### src/rtl/some_sub_module.sv
// -----------------------------------------------------------------------------
// some_sub_module
//
// Saturating nibble accumulator and accepted-strobe counter for the pipe_pal
// datapath. On every rising edge where the strobe `a` is high, the 4-bit
// operand `c` is added to (b=0) or subtracted from (b=1) an unsigned
// accumulator. The result is clamped to [0, 2^W_ACC-1] and never wraps.
// Registered status outputs report fill, saturation and threshold state to the
// parent block.
//
// Parameters
//   W_ACC   accumulator width in bits (must be >= 5 and < 31)
//   W_CNT   accepted-strobe counter width in bits (>= 1)
//   THRESH  o_hit threshold, compared unsigned against the accumulator
//
// Ports
//   a        in   1      sample strobe; operand accepted on any edge with a=1
//   b        in   1      operation select: 0 = add, 1 = subtract
//   c        in   4      unsigned operand nibble
//   i_clk    in   1      clock, rising edge
//   resetn   in   1      asynchronous active-low reset
//   o_acc    out  W_ACC  accumulator value
//   o_cnt    out  W_CNT  accepted strobes, modulo 2^W_CNT
//   o_last   out  4      last accepted operand
//   o_valid  out  1      one-cycle pulse in the cycle after an accepted strobe
//   o_sat    out  1      one-cycle pulse: the last accepted operation clamped
//   o_hit    out  1      level: o_acc >= THRESH (forced low while in reset)
//
// The port list starts with a, b, c because the parent connects `a`
// positionally.
// -----------------------------------------------------------------------------
module some_sub_module #(
  parameter int unsigned W_ACC  = 8,
  parameter int unsigned W_CNT  = 8,
  parameter int unsigned THRESH = 128
) (
  input  logic             a,
  input  logic             b,
  input  logic [3:0]       c,
  input  logic             i_clk,
  input  logic             resetn,
  output logic [W_ACC-1:0] o_acc,
  output logic [W_CNT-1:0] o_cnt,
  output logic [3:0]       o_last,
  output logic             o_valid,
  output logic             o_sat,
  output logic             o_hit
);

  // ---------------------------------------------------------------------------
  // Constants
  // ---------------------------------------------------------------------------
  localparam logic [W_ACC-1:0] ACC_MAX = {W_ACC{1'b1}};

  // The threshold is compared in W_ACC+1 bits so that THRESH = 2^W_ACC
  // (one past the maximum accumulator value) is representable and simply
  // never hits. Anything at or above 2^(W_ACC+1) would be truncated by that
  // cast, so it is flagged separately and also never hits.
  localparam logic [W_ACC:0] THRESH_EXT         = (W_ACC + 1)'(THRESH);
  localparam bit             THRESH_UNREACHABLE = (THRESH >> (W_ACC + 1)) != 0;

  // ---------------------------------------------------------------------------
  // State
  // ---------------------------------------------------------------------------
  logic [W_ACC-1:0] acc_q,   acc_d;
  logic [W_CNT-1:0] cnt_q,   cnt_d;
  logic [3:0]       last_q,  last_d;
  logic             valid_q, valid_d;
  logic             sat_q,   sat_d;

  // ---------------------------------------------------------------------------
  // Arithmetic
  // ---------------------------------------------------------------------------
  // Both candidate results are formed one bit wider than the accumulator. For
  // the add, the extra MSB is the carry-out (result above ACC_MAX); for the
  // subtract it is the borrow (c > acc). Landing exactly on a limit leaves the
  // MSB clear, so that case is not reported as saturation.
  logic [W_ACC:0] c_ext;
  logic [W_ACC:0] sum_ext;
  logic [W_ACC:0] diff_ext;

  assign c_ext    = {{(W_ACC - 3){1'b0}}, c};
  assign sum_ext  = {1'b0, acc_q} + c_ext;
  assign diff_ext = {1'b0, acc_q} - c_ext;

  // ---------------------------------------------------------------------------
  // Next-state logic
  // ---------------------------------------------------------------------------
  // NOTE: every signal driven here gets a default on the first lines of the
  // block; a path that leaves one unassigned would infer a latch.
  always_comb begin
    acc_d   = acc_q;
    cnt_d   = cnt_q;
    last_d  = last_q;
    valid_d = 1'b0;
    sat_d   = 1'b0;

    // b and c are only looked at under `a`, so X/Z on them while idle cannot
    // reach the state.
    if (a) begin
      cnt_d   = cnt_q + W_CNT'(1);
      last_d  = c;
      valid_d = 1'b1;

      if (!b) begin
        if (sum_ext[W_ACC]) begin
          acc_d = ACC_MAX;
          sat_d = 1'b1;
        end else begin
          acc_d = sum_ext[W_ACC-1:0];
        end
      end else begin
        if (diff_ext[W_ACC]) begin
          acc_d = '0;
          sat_d = 1'b1;
        end else begin
          acc_d = diff_ext[W_ACC-1:0];
        end
      end
    end
  end

  // ---------------------------------------------------------------------------
  // Registers
  // ---------------------------------------------------------------------------
  // NOTE: state is updated with non-blocking assignments so every flop samples
  // the pre-edge values regardless of statement order.
  always_ff @(posedge i_clk or negedge resetn) begin
    if (!resetn) begin
      acc_q   <= '0;
      cnt_q   <= '0;
      last_q  <= '0;
      valid_q <= 1'b0;
      sat_q   <= 1'b0;
    end else begin
      acc_q   <= acc_d;
      cnt_q   <= cnt_d;
      last_q  <= last_d;
      valid_q <= valid_d;
      sat_q   <= sat_d;
    end
  end

  // ---------------------------------------------------------------------------
  // Outputs
  // ---------------------------------------------------------------------------
  assign o_acc   = acc_q;
  assign o_cnt   = cnt_q;
  assign o_last  = last_q;
  assign o_valid = valid_q;
  assign o_sat   = sat_q;

  // o_hit follows the accumulator register combinationally, so it moves in
  // the same cycle as o_acc. It is gated by resetn so that it reads 0 during
  // reset even when THRESH is 0 (acc = 0 would otherwise satisfy the compare).
  assign o_hit = resetn && !THRESH_UNREACHABLE && ({1'b0, acc_q} >= THRESH_EXT);

endmodule

### config.mk
export PLATFORM = sky130hd
export DESIGN_NAME = some_sub_module
export DESIGN_NICKNAME = d
export VERILOG_FILES = /design/src/rtl/some_sub_module.sv
export SDC_FILE = /design/constraint.sdc
export NUM_CORES = 1
export LEC_CHECK = 0
export CAP_MARGIN = 20
export CORE_ASPECT_RATIO = 0.6
export CORE_MARGIN = 1.5
export CORE_UTILIZATION = 30
export CTS_CLUSTER_SIZE = 20
export DETAILED_ROUTE_END_ITERATION = 12
export GPL_TIMING_DRIVEN = 0
export HOLD_SLACK_MARGIN = 0.1
export PLACE_DENSITY = 0.55
export SLEW_MARGIN = 10
export SYNTH_ARGS = -nofsm -noshare
export SYNTH_HDL_FRONTEND = slang
export SYNTH_SLANG_ARGS = --single-unit
### constraint.sdc
create_clock -name i_clk -period 6.8 [get_ports i_clk]
set_clock_uncertainty 0.15 [all_clocks]
set_input_delay 0.68 -clock i_clk [delete_from_list [all_inputs] [get_ports i_clk]]
set_output_delay 0.68 -clock i_clk [all_outputs]
set_load 0.05 [all_outputs]
==> results of run 1 <==
worst max-delay path by stage:
stage                    startpoint                   end
5_1_grt                      resetn                 o_hit
3_3_place_gp                 resetn                 o_hit
4_1_cts                      resetn                 o_hit
3_5_place_dp                 resetn                 o_hit
6_report                     resetn                 o_hit
2_1_floorplan  o_acc[0]$_DFFE_PN0P_  o_acc[5]$_DFFE_PN0P_
final cells by class:
type / count / area [µm²]
Clock buffer: 3 / 41.3
Timing Repair Buffer: 31 / 315
Sequential cell: 22 / 551
Fill cell: 458 / 2680
Buffer: 6 / 30.0
Clock inverter: 1 / 30.0
Inverter: 8 / 30.0
Tap cell: 63 / 78.8
Multi-Input combinational cell: 115 / 828
cell families (layout without fill, tap and decap cells):
| kind of cell | after synthesis | in the layout | synth area share [%] |
|---|---|---|---|
| AOI/OAI and AO/OA | 37 | 37 | 18.3 |
| xor gates and xnor gates | 8 | 8 | 4.87 |
| adders and majority gates | 11 | 11 | 10.6 |
| buffers and inverters | 14 | 49 | 4.17 |
| DFF | 22 | 22 | 38.3 |
| muxes | 5 | 5 | 3.91 |
| and+or+nand+nor | 54 | 54 | 19.8 |
sequential cells by signal (all words and copies together), names as in the netlist:
register  cells
o_acc         8
o_cnt         8
o_last        4
o_sat         1
o_valid       1
through the flow:
step | util, % | cell area [µm²]
after floorplan | - | 1440
after global placement | 39.6 | 1820
after detailed placement | 39.6 | 1820
after CTS | 41.2 | 1890
after global routing | 41.5 | 1900
final | 41.5 | 1900
cell usage in the layout, fill, tap and decap left out, types with 5 or more instances in the layout:
cell type        netlist  routed
o21ai_0                6       6
a21oi_1               10      10
inv_1                  8       8
xnor2_1                5       5
nand2_1                9       9
clkdlybuf4s50_1        0      30
dfrtp_1               22      22
mux2_2                 5       5
nor2b_1                6       6
nor2_1                15      15
ha_1                   9       9
nand2b_1               6       6
power by group:
part / internal (µW) / switching, µW
Clock: 78.7 / 45.8
Sequential: 176 / 58.6
Combinational: 194 / 329
Total: 449 / 433
metal layers:
metal / part of all wire (%) / GRT usage, % / vias up
li1: - / - / 622
met1: 52 / 23.1 / 611
met2: 41 / 22.2 / 42
met3: 6.7 / 3.79 / 2
met4: 0.35 / 2.42 / 0
met5: 0 / 0 / -
==> summary.txt, run 1 <==
Worst min-delay path startpoint = o_cnt[7]$_DFFE_PN0P_
CTS sink cnt = 22
Final setup viols = 0
Post-Route Setup TNS = 0 ns
Synth area leader = dfrtp_1
First-pass GRT wire length = 6240 µm
DRT Pass-1 Iters = 4
Crit path kind = in -> out
Post-CTS Setup Repair Bufs = 0
CTS Hold Buffers Added = 0
Fin nets = 206
Die area = 5230 µm²
Height of the die = 56.6 µm
Routed WL per cell = 15.0 µm
Cell Pwr Density = 463 nW/µm²
Synth top area share = 38.3%
RR Endpoint = o_acc[3]$_DFFE_PN0P_
CP Depth = 3
Total track usage = 15.3%
Total chip power = 882 µW
Starting Density = 31.4%
Rel. slew slack = 47.7%
Core Region = 4590 µm²
Num CTS Buffers = 3
Ys async rst share = 100%
Slowest CP cell = clkdlybuf4s50_1
Layout cells sized above 1 = 10.2%
DRC Markers = 0
Synth unique cells = 44
Worst setup SP type = input port
WP buf/inv = 2
Vias per cell = 5.13
Peak Freq = 298 MHz
ANT nets after route = 0
FP Rows = 19
Min-delay worst type = reg -> reg
Fin crit period = 3.36 ns
Min-Delay Endpoint = o_cnt[7]$_DFFE_PN0P_
Top-count cell post-synth = dfrtp_1
Actual slew at the worst max-slew pin = 0.780 ns
Tcrit/Tclk final = 49.4%
HPWL Detailed = 2830 µm
Max H-tree Level = 1
Max Cap Violations = 0
EDFF count, synth = 0
Final hold slack = 0.324 ns
Status = finished clean
Min-Delay Path Depth = 1
PortBufs = 30
Leakage dissipation = 0.000791 µW
CTS tree = built
Die X = 92.4 µm
Place WS = 2.97 ns
Synth cell count leaders = 22 x dfrtp_1, 15 x nor2_1, 10 x a21oi_1, 9 x ha_1, 9 x nand2_1
Worst Reg-to-Reg Cells = 7
Seq/Total Area, Yosys = 38.3%
Area Overhead vs Synth = 32.3%
Initial antenna violation count = 0
I/O Pins = 31
Clk root buf = clkbuf_8
Worst-path fanout max = 13
Cells after synthesis = 151
Final slew viol count = 0
RSZ-0062 raised after global routing = false
Final Hold Vio Count = 0
Finished Layout Cells = 249
Worst EP arrival = 2.53 ns
Clock-pin transition on the worst setup and hold timing paths = 0.08 ns
Cells after DPL = 244
Crit path cell chain = clkdlybuf4s50_1 > and2_1 > clkdlybuf4s50_1
Top post-synthesis cells by area = dfrtp_1 38%, ha_1 7.8%, mux2_2 3.9%, nor2_1 3.9%, a21oi_1 3.5%
Critical R2R Launch = o_acc[3]$_DFFE_PN0P_
Setup crit end kind = output pin
Crit-path leading delay family = buffers and inverters
Number of cells upsized or downsized after cts = 0
Pin count of the biggest net entering global routing = 24
Cell mode on critical path = clkdlybuf4s50_1
Reg2Reg Setup Slack = 4.22 ns
Placer Congestion = 0.851
Final WL = 3740 µm
Seq cells post-synth = 22
Ys flop type = dfrtp_1
ANT cells = 0
Initial detailed-routing violation count = 74
Vias in the first global route = 1242
CP Data Required Time = 5.97 ns
Clock Latency Late Sink = 0.27 ns
Setup WS post-layout = 3.44 ns
Routed via count = 1277
CP peak stage delay = 0.84 ns
Mapped Area = 1440 µm²
GR Overflow Total = 0
Syn Nets = 170
Worst VDD drop = 0.184 mV
Synthesis warning total = 0
Mean Syn Cell Area = 9.53 µm²
Max Buffers Root-to-Sink = 2
(Power assumes the default switching activity.)
==> run 2: changes to the inputs <==
Clock period 6.8 ns to 3.32 ns, I/O delays scaled along.
==> results of run 2 <==
The final DEF is identical to that of run 1. Status: finished clean.
Main changes from that run: setup slack after placement 2.97 ns -> 0.190 ns; clock-pin slew on the worst setup and hold paths 0.08 ns -> 0.09 ns; setup slack after layout 3.44 ns -> 0.547 ns; hold slack 0.324 ns -> 0.285 ns; start point of the critical path resetn -> c[3]; end point of the critical path o_hit -> o_acc[3]$_DFFE_PN0P_; register-to-register setup slack 4.22 ns -> 0.74 ns; total power 882 µW -> 1810 µW; worst IR drop on VDD 0.184 mV -> 0.376 mV
